File: src/rtl/fetch_unit_pkg.sv
// Shared constants and helpers for the instruction-fetch stage.
package fetch_unit_pkg;

   // Default widths; these must match the instruction memory the stage feeds.
   localparam int DEFAULT_DATA_WIDTH = 32;
   localparam int DEFAULT_ADDR_WIDTH = 10;

   // Depth of the skid buffer between fetch and decode.
   localparam int SKID_DEPTH = 2;

   // Instruction word presented on the decode port when nothing valid is held.
   localparam logic [31:0] NOP_INSTR = 32'h0000_0000;

   // A new fetch may be issued only when every word already owed to the buffer
   // (held words plus the in-flight word, less the one leaving this edge) still
   // leaves room, so a landing word never meets a full buffer.
   function automatic logic issue_credit(input logic [1:0] count,
                                         input logic       inflight,
                                         input logic       pop);
      logic [2:0] occupancy;
      occupancy = {1'b0, count} + {2'b00, inflight} - {2'b00, pop};
      return occupancy < 3'(SKID_DEPTH);
   endfunction

endpackage

File: src/rtl/fetch_skid_fifo.sv
// Two-entry registered FIFO of {instr, pc}; the head slot drives decode directly.
module fetch_skid_fifo
   import fetch_unit_pkg::*;
#(
   parameter int DATA_WIDTH = DEFAULT_DATA_WIDTH,
   parameter int ADDR_WIDTH = DEFAULT_ADDR_WIDTH
) (
   input  logic                  clk,
   input  logic                  rst,
   input  logic                  flush,
   input  logic                  push,
   input  logic [DATA_WIDTH-1:0] push_instr,
   input  logic [ADDR_WIDTH-1:0] push_pc,
   input  logic                  pop,
   output logic [1:0]            count,
   output logic                  head_valid,
   output logic [DATA_WIDTH-1:0] head_instr,
   output logic [ADDR_WIDTH-1:0] head_pc
);

   logic                  valid0_q;
   logic                  valid1_q;
   logic [DATA_WIDTH-1:0] instr0_q;
   logic [DATA_WIDTH-1:0] instr1_q;
   logic [ADDR_WIDTH-1:0] pc0_q;
   logic [ADDR_WIDTH-1:0] pc1_q;

   // Slot 1 is only ever valid while slot 0 is, so the count is a simple encode.
   assign count      = {valid0_q & valid1_q, valid0_q ^ valid1_q};
   assign head_valid = valid0_q;
   assign head_instr = instr0_q;
   assign head_pc    = pc0_q;

   // Shift slot 1 into the head on a pop and place the pushed word in the first free slot.
   always_ff @(posedge clk or posedge rst) begin
      if (rst) begin
         valid0_q <= 1'b0;
         valid1_q <= 1'b0;
         instr0_q <= DATA_WIDTH'(NOP_INSTR);
         instr1_q <= DATA_WIDTH'(NOP_INSTR);
         pc0_q    <= '0;
         pc1_q    <= '0;
      end else if (flush) begin
         valid0_q <= 1'b0;
         valid1_q <= 1'b0;
      end else if (pop && push) begin
         if (valid1_q) begin
            instr0_q <= instr1_q;
            pc0_q    <= pc1_q;
            instr1_q <= push_instr;
            pc1_q    <= push_pc;
         end else begin
            instr0_q <= push_instr;
            pc0_q    <= push_pc;
         end
      end else if (pop) begin
         instr0_q <= instr1_q;
         pc0_q    <= pc1_q;
         valid0_q <= valid1_q;
         valid1_q <= 1'b0;
      end else if (push) begin
         if (!valid0_q) begin
            instr0_q <= push_instr;
            pc0_q    <= push_pc;
            valid0_q <= 1'b1;
         end else begin
            instr1_q <= push_instr;
            pc1_q    <= push_pc;
            valid1_q <= 1'b1;
         end
      end
   end

endmodule

File: src/rtl/fetch_unit.sv
// Instruction-fetch stage: owns the PC, hides the memory's one-cycle read latency
// and hands {instr, pc} to decode through a two-entry skid buffer.
module fetch_unit
   import fetch_unit_pkg::*;
#(
   parameter int                    DATA_WIDTH = DEFAULT_DATA_WIDTH,
   parameter int                    ADDR_WIDTH = DEFAULT_ADDR_WIDTH,
   parameter logic [ADDR_WIDTH-1:0] RESET_PC   = '0
) (
   input  logic                  clk,
   input  logic                  rst,
   input  logic                  fetch_en,
   output logic [ADDR_WIDTH-1:0] imem_addr,
   input  logic [DATA_WIDTH-1:0] imem_data,
   input  logic                  redirect_valid,
   input  logic [ADDR_WIDTH-1:0] redirect_pc,
   output logic                  id_valid,
   input  logic                  id_ready,
   output logic [DATA_WIDTH-1:0] id_instr,
   output logic [ADDR_WIDTH-1:0] id_pc
);

   localparam logic [ADDR_WIDTH-1:0] PC_STEP = ADDR_WIDTH'(1);

   logic [ADDR_WIDTH-1:0] pc_q;
   logic [ADDR_WIDTH-1:0] inflight_pc_q;
   logic                  inflight_q;
   logic [1:0]            fifo_count;
   logic                  pop;
   logic                  push;
   logic                  issue;

   // The memory reads whatever the PC register holds; it only matters on issue edges.
   assign imem_addr = pc_q;

   // A redirect kills both the in-flight word and any head being accepted.
   assign pop   = id_valid & id_ready;
   assign push  = inflight_q & ~redirect_valid;
   assign issue = fetch_en & ~redirect_valid & issue_credit(fifo_count, inflight_q, pop);

   // Redirect takes priority over issue; the PC wraps naturally at 2^ADDR_WIDTH.
   always_ff @(posedge clk or posedge rst) begin
      if (rst) begin
         pc_q          <= RESET_PC;
         inflight_q    <= 1'b0;
         inflight_pc_q <= '0;
      end else if (redirect_valid) begin
         pc_q       <= redirect_pc;
         inflight_q <= 1'b0;
      end else if (issue) begin
         inflight_q    <= 1'b1;
         inflight_pc_q <= pc_q;
         pc_q          <= pc_q + PC_STEP;
      end else begin
         inflight_q <= 1'b0;
      end
   end

   fetch_skid_fifo #(
      .DATA_WIDTH (DATA_WIDTH),
      .ADDR_WIDTH (ADDR_WIDTH)
   ) u_skid (
      .clk        (clk),
      .rst        (rst),
      .flush      (redirect_valid),
      .push       (push),
      .push_instr (imem_data),
      .push_pc    (inflight_pc_q),
      .pop        (pop),
      .count      (fifo_count),
      .head_valid (id_valid),
      .head_instr (id_instr),
      .head_pc    (id_pc)
   );

endmodule

File: config.mk
export PLATFORM = sky130hd
export DESIGN_NAME = fetch_unit
export DESIGN_NICKNAME = d
export VERILOG_FILES = /design/src/rtl/fetch_unit_pkg.sv /design/src/rtl/fetch_skid_fifo.sv /design/src/rtl/fetch_unit.sv
export SDC_FILE = /design/constraint.sdc
export NUM_CORES = 1
export LEC_CHECK = 0
export CAP_MARGIN = 20
export CORE_AREA = 4 4 125 127
export DETAILED_ROUTE_END_ITERATION = 10
export DIE_AREA = 0 0 129 131
export PLACE_DENSITY = 0.66
export SYNTH_ARGS = -nofsm -noshare
export SYNTH_HDL_FRONTEND = slang
export SYNTH_SLANG_ARGS = --single-unit
File: constraint.sdc
create_clock -name clk -period 4.8 [get_ports clk]
set_input_delay 0.96 -clock clk [delete_from_list [all_inputs] [get_ports clk]]
set_output_delay 0.96 -clock clk [all_outputs]
set_load 0.02 [all_outputs]
Word-level counts from Yosys, hierarchy flattened:

Cells that the tools add are included.
Widths: inputs -> output; s select.

* shifts and indexed selects: 0
* reduce and logical (&&, ||, !) cells: 12
* divide/modulo/power cells: 0
* muxes and demuxes: 33
* order comparisons: 1
* multipliers: 0
* equal/unequal tests: 4
* bitwise logic cells: 7
* add/sub/neg operators: 3

Operators by type and width (count)
* $mux 32: 10
* $mux 10: 12
* $mux 1: 11
* $add 10x1->10 const B: 1
* $reduce_bool 3->1: 3
* $reduce_and 3->1: 2
* $reduce_bool 2->1: 3
* $and 1x1->1: 5
* $reduce_and 5->1: 1
* $ne 2x1->1 const B: 2
* $reduce_and 2->1: 2
* $add 2x1->3: 1
* $lt 3x2->1 const B: 1
* $ne 3x3->1 const B: 1
* $sub 3x1->3: 1
* $ne 2x2->1 const B: 1
* $logic_and 1x1->1: 1
* $not 1->1: 1
* $xor 1x1->1: 1

* register bits after elaboration: 107
* bits in writable memories: 0
* bits in read-only memories: 0
* output and inout port bits: 53
* memories: 0
* latch bits: 0

Logic depth before layout (Yosys ltp):

* depth after elaboration: 7
* depth in mapped cells: 10

Modules after synthesis:

From an unflattened synthesis, not the netlist that was laid out.

* cell total of the unflattened synthesis: 401
* area, all modules: 4737.0 um^2

Modules (own cells, without submodules)
* fetch_skid_fifo: cells each 288, instances 1, seq. area each 2152.1 um^2, area an instance 3686.0 um^2
* fetch_unit: cells each 113, instances 1, seq. area each 525.5 um^2, area an instance 1051.0 um^2

Worst setup path after synthesis:

No wires, ideal clock.

* kind: input port to flip-flop
* from: in id_ready
* to: reg inflight_pc_q[0]
* data arrival time: 2.640 ns
* setup slack: 2.035 ns
* library setup time: 0.125 ns
* stages on the path: 10
* path through: nand2_1 > and2_1 > o21a_1 > ha_1 > nor2b_1 > buf_2 > nand2_1 > nor2_1 > buf_2 > mux2_2

* longest elaborated chain between the ends: 5

Ends and longest elaborated chain
* start: declaration: line fetch_unit.sv:18 `input logic id_ready,`
* $and 1x1->1: line fetch_unit.sv:37 `assign pop = id_valid & id_ready;`
* $sub 3x1->3: line fetch_unit_pkg.sv:21 `occupancy = {1'b0, count} + {2'b00, inflight} - {2'b00, pop};`
* $lt 3x2->1: line fetch_unit_pkg.sv:22 `return occupancy < 3'(SKID_DEPTH);`
* $and 1x1->1: line fetch_unit.sv:39 `assign issue = fetch_en & ~redirect_valid & issue_credit(fifo_count, inflight_q, pop);`
* $reduce_and 2->1 (no source line)
* end signal: assignment: line fetch_unit.sv:52 `inflight_pc_q <= pc_q;`
* end: declaration: line fetch_unit.sv:26 `logic [ADDR_WIDTH-1:0] inflight_pc_q;`

Every way passes these cells.
A chain may end at the register's enable or synchronous reset.

Worst setup path in the final report:

* from: in id_ready
* to: reg inflight_pc_q[9]

Same word-level chain as after synthesis.

==> summary by stage <==
Clock tree
Post-CTS repair changed the size of 0 cells. The number of hold buffers added after CTS was 0. The total number of clock tree sinks is 107. The H-tree level count is 3. After clock tree synthesis, the setup repair step added 0 buffers.

The clock insertion delay at the later pin of the skew report is 0.35 ns. The clock-pin slew on the worst setup and hold paths is 0.07 ns. The longest clock path from root to sink contains 2 buffers. TritonCTS built the clock tree. In this run the clock root is driven by a sky130_fd_sc_hd__clkbuf_16.

The TritonCTS buffer count is 9.

Floorplanning
In this run the vertical extent of the chip is 131 um. The core region is 0.0144 sq mm. The number of I/O pins is 100. The starting density of the core is 39.4%. The floorplan step set the die width to 129 um. The number of rows created at floorplan is 44. The full die area is 0.0169 sq mm.

Finish
Summing all multi-input logic gate instances after layout gives 0.00275 sq mm. From synthesis to final layout, the design area changed by 24.1%. The post-route netlist has 21.8% of its cells at a drive strength greater than 1. Summing all flip-flop and latch instances after layout gives 0.00268 sq mm. The number of fill cells in the layout is 1295. The count of nets after finishing is 609. The final antenna diode count is 0.

The top cell types in the final layout, fill and taps aside, are 106 x sky130_fd_sc_hd__dfrtp_1, 98 x sky130_fd_sc_hd__clkdlybuf4s50_1, 56 x sky130_fd_sc_hd__nand2_1, 52 x sky130_fd_sc_hd__mux2_2, 48 x sky130_fd_sc_hd__o21ai_0. The most frequent standard cell in the layout excluding fill and tap cells is sky130_fd_sc_hd__dfrtp_1.

Pwr
Net switching is 30.8% of the power. The power density of the placed cells is 371 mW/mm^2. Sequential cells burn 46.3% of the power.

Internal power comes to 1.81 mW. The switching power total is 0.806 mW. Combinational logic burns 26.3% of the power. The clock network accounts for 27.4% of the total power.

For this design the static power due to leakage is 2.96 nW. The worst-case IR drop observed on VDD is 0.146 mV.

Timing
Setup repair after global routing left no endpoint under its margin. The max-slew violation count is 0. The number of endpoints with negative hold slack in the final report came to 0.

For the final routed database, the setup TNS stands at 0 ns. The final critical-path share of the clock period is 75.4%. At the pin with the least slew margin, the transition time is 0.932 ns. The final worst-path setup slack is 1.18 ns.

The worst clock skew is 0.00457 ns. Timing would allow up to 0.276 GHz. Measured against its own limit, the worst slew margin works out to 37.9%. For the finished layout, the period the worst path requires is 3.62 ns.

The final number of setup-violating endpoints is 0.

Synth
The post-synthesis area per instance is 11.8 sq um. Yosys printed 0 warnings. The synthesized design spends more area on one cell type than any other, namely sky130_fd_sc_hd__dfrtp_1. Synthesis produced a netlist with a net count of 532. Counting flops with an async set or reset pin after synthesis yields a share of 100%. After technology mapping, the gate count stands at 482. The number of flip-flops and latches in the synthesized netlist is 107. For this run, the register share of the synthesized area comes to 47.2%.

The number of synthesized flops with an enable pin is 0. The count of distinct cell types in the synthesized netlist is 37. Summed over its instances, the top area cell type makes up 47.2% of the synthesized netlist area. The area of the mapped netlist is 0.00568 sq mm. Sorting the synthesized cells by area gives the leading types as sky130_fd_sc_hd__dfrtp_1 47%, sky130_fd_sc_hd__a221oi_2 11%, sky130_fd_sc_hd__mux2_2 10%. The most used flip-flop cell after synthesis is sky130_fd_sc_hd__dfrtp_1.

Critical path
The worst setup path is launched from an input port. The critical path goes through clkdlybuf4s50_1 -> nand2_1 -> and2_1 -> o21a_1 -> ha_1 -> nor2b_1 -> nand2_1 -> nor2_1 -> mux2_2. For this run, the slowest stage of the critical path takes 0.66 ns.

For flop-to-flop paths, the worst setup slack is 1.60 ns. The required time reported for the critical path endpoint is 5.03 ns. The kind of critical path is in2reg. In this run the worst path has a maximum fanout of 11. The endpoint of the worst register-to-register path is inflight_pc_q[9]$_DFFE_PP0P_. The worst setup path startpoint is id_ready. The endpoint kind of the worst setup timing path is a register.

The most numerous cell on the critical path is sky130_fd_sc_hd__nand2_1. The data arrival time of the critical path is 3.85 ns. The master of the slowest instance on the critical path is sky130_fd_sc_hd__nor2_1. The logic depth of the worst register-to-register path is 8. The startpoint identified for the worst register-to-register timing path is u_skid.head_valid$_DFFE_PP0P_.

Hold path
The worst hold path class is reg2reg. The endpoint of the worst hold-timing path is u_skid.head_instr[19]$_DFFE_PP0P_. The startpoint identified for the worst hold timing path is u_skid.head_instr[19]$_DFFE_PP0P_. Counting instances, the worst hold path has a depth of 1.

Global routing
The number of global-route vias before repair is 4408. Entering global routing, the biggest net connects 66 pins. The remaining global-route overflow is 0. Global routing used 16.7% of the available tracks across all layers. The first global-routing pass estimated 22400 um of wire. The initial antenna violation count is 0.

Placement
The count of port buffers added during placement is 99. The congestion estimate from routability-driven global placement came to 0.818. OpenSTA, run right after detailed placement, puts the worst setup slack at 0.823 ns. Once detailed placement completed, the half-perimeter wirelength came to 8530 um.

Status
The flow ran to the end, and the final reports show no timing, DRC or antenna violations.

Detailed routing
For this run, the detailed router's first-pass iteration total came to 4. The detail route stage leaves a number of antenna-violating nets equal to 0. In this run, the number of DRC markers left after iteration 0 of detailed routing was 260. In the final routed layout, each cell accounts on average for 18.1 um. Using the TritonRoute via totals, the vias-per-cell ratio works out to 5.60.

The detailed-route DRC error count is 0. For this block, the via count after detailed routing is 4188. The total wire length is 13500 um.

Run
The max-cap violation count is 0.
==> Yosys cell counts (2+ instances only) <==
master / instances
sky130_fd_sc_hd__a21o_1: 41
sky130_fd_sc_hd__a21oi_1: 2
sky130_fd_sc_hd__a221oi_2: 40
sky130_fd_sc_hd__and2_1: 4
sky130_fd_sc_hd__buf_1: 5
sky130_fd_sc_hd__buf_12: 4
sky130_fd_sc_hd__buf_2: 12
sky130_fd_sc_hd__buf_6: 2
sky130_fd_sc_hd__clkbuf_1: 18
sky130_fd_sc_hd__dfrtp_1: 107
sky130_fd_sc_hd__ha_1: 3
sky130_fd_sc_hd__mux2_2: 52
sky130_fd_sc_hd__mux2i_1: 43
sky130_fd_sc_hd__nand2_1: 56
sky130_fd_sc_hd__nand3_1: 5
sky130_fd_sc_hd__nand4_1: 5
sky130_fd_sc_hd__nor2_1: 4
sky130_fd_sc_hd__nor2b_1: 3
sky130_fd_sc_hd__o211ai_1: 2
sky130_fd_sc_hd__o21ai_0: 48
sky130_fd_sc_hd__o31ai_1: 2
sky130_fd_sc_hd__or4_1: 3
sky130_fd_sc_hd__xor2_1: 7
==> critical path, delay by kind of cell <==
| family | cells | cell delay (ns) |
|---|---|---|
| AO/OA/AOI/OAI | 1 | 0.17 |
| adder cells (fa/ha/maj) | 1 | 0.26 |
| buffers and inverters | 1 | 0.52 |
| multiplexers | 1 | 0.42 |
| AND/OR/NAND/NOR | 5 | 1.53 |
==> area by class of cell <==
class	instances	area share [%]
clock buffer	10	3.39
clock inverter	6	0.657
inverter	2	0.142
multi-input combinational	331	39.1
sequential	107	38.0
tap	184	3.27
timing repair buffer	108	15.5
==> registers in the layout, indices dropped and copies added (netlist names), 10 cells and up <==
register and flops:
u_skid.instr1_q 32, imem_addr 10, u_skid.head_pc 10, u_skid.pc1_q 10, inflight_pc_q 10, u_skid.head_instr 32
==> stage by stage <==
stage	power [mW]	cell area (sq um)	hold slack [ns]	utilization, %	instances
after floorplan	1.59	5680	0.479	-	482
after global placement	1.89	6710	0.458	46.5	730
after detailed placement	1.92	6710	0.465	46.5	730
after CTS	2.64	7000	0.480	48.5	746
after global routing	2.75	7040	0.492	48.8	748
final	2.62	7040	0.476	48.8	748
==> routing by layer <==
metal  vias to the layer above  wire length [um]  global-route usage (%)
met5                         -                 0                       0
li1                       1946                 -                       -
met3                        24               619                    3.29
met2                       113              6370                    27.0
met4                         0               265                    6.36
met1                      2105              6290                    22.1
==> logic make-up after synthesis <==
kind of cell    Yosys count  share of synthesized area [%]
xor+xnor                  7                           1.08
compound gates          141                           21.7
buf+inv                  44                           4.65
mux                      95                           17.9
flops                   107                           47.2
fa+ha+maj                 3                          0.661
simple gates             85                           6.83
==> power by group through the flow <==
stage	registers [mW]	logic [mW]	clock network (mW)
after CTS	1.21	0.693	0.739
final	1.21	0.688	0.717
after floorplan	1.31	0.276	0
after global routing	1.24	0.745	0.771
after global placement	1.21	0.678	0
after detailed placement	1.23	0.690	0
==> worst max-delay path by stage <==
stage / to / slack (ns)
2_1_floorplan: imem_addr[0]$_DFFE_PP0P_ / 1.02
3_3_place_gp: inflight_pc_q[9]$_DFFE_PP0P_ / 0.93
3_5_place_dp: inflight_pc_q[9]$_DFFE_PP0P_ / 0.82
4_1_cts: inflight_pc_q[9]$_DFFE_PP0P_ / 1.19
5_1_grt: inflight_pc_q[9]$_DFFE_PP0P_ / 0.93
6_report: inflight_pc_q[9]$_DFFE_PP0P_ / 1.18
Note: power is estimated with default switching activity, not from simulation.
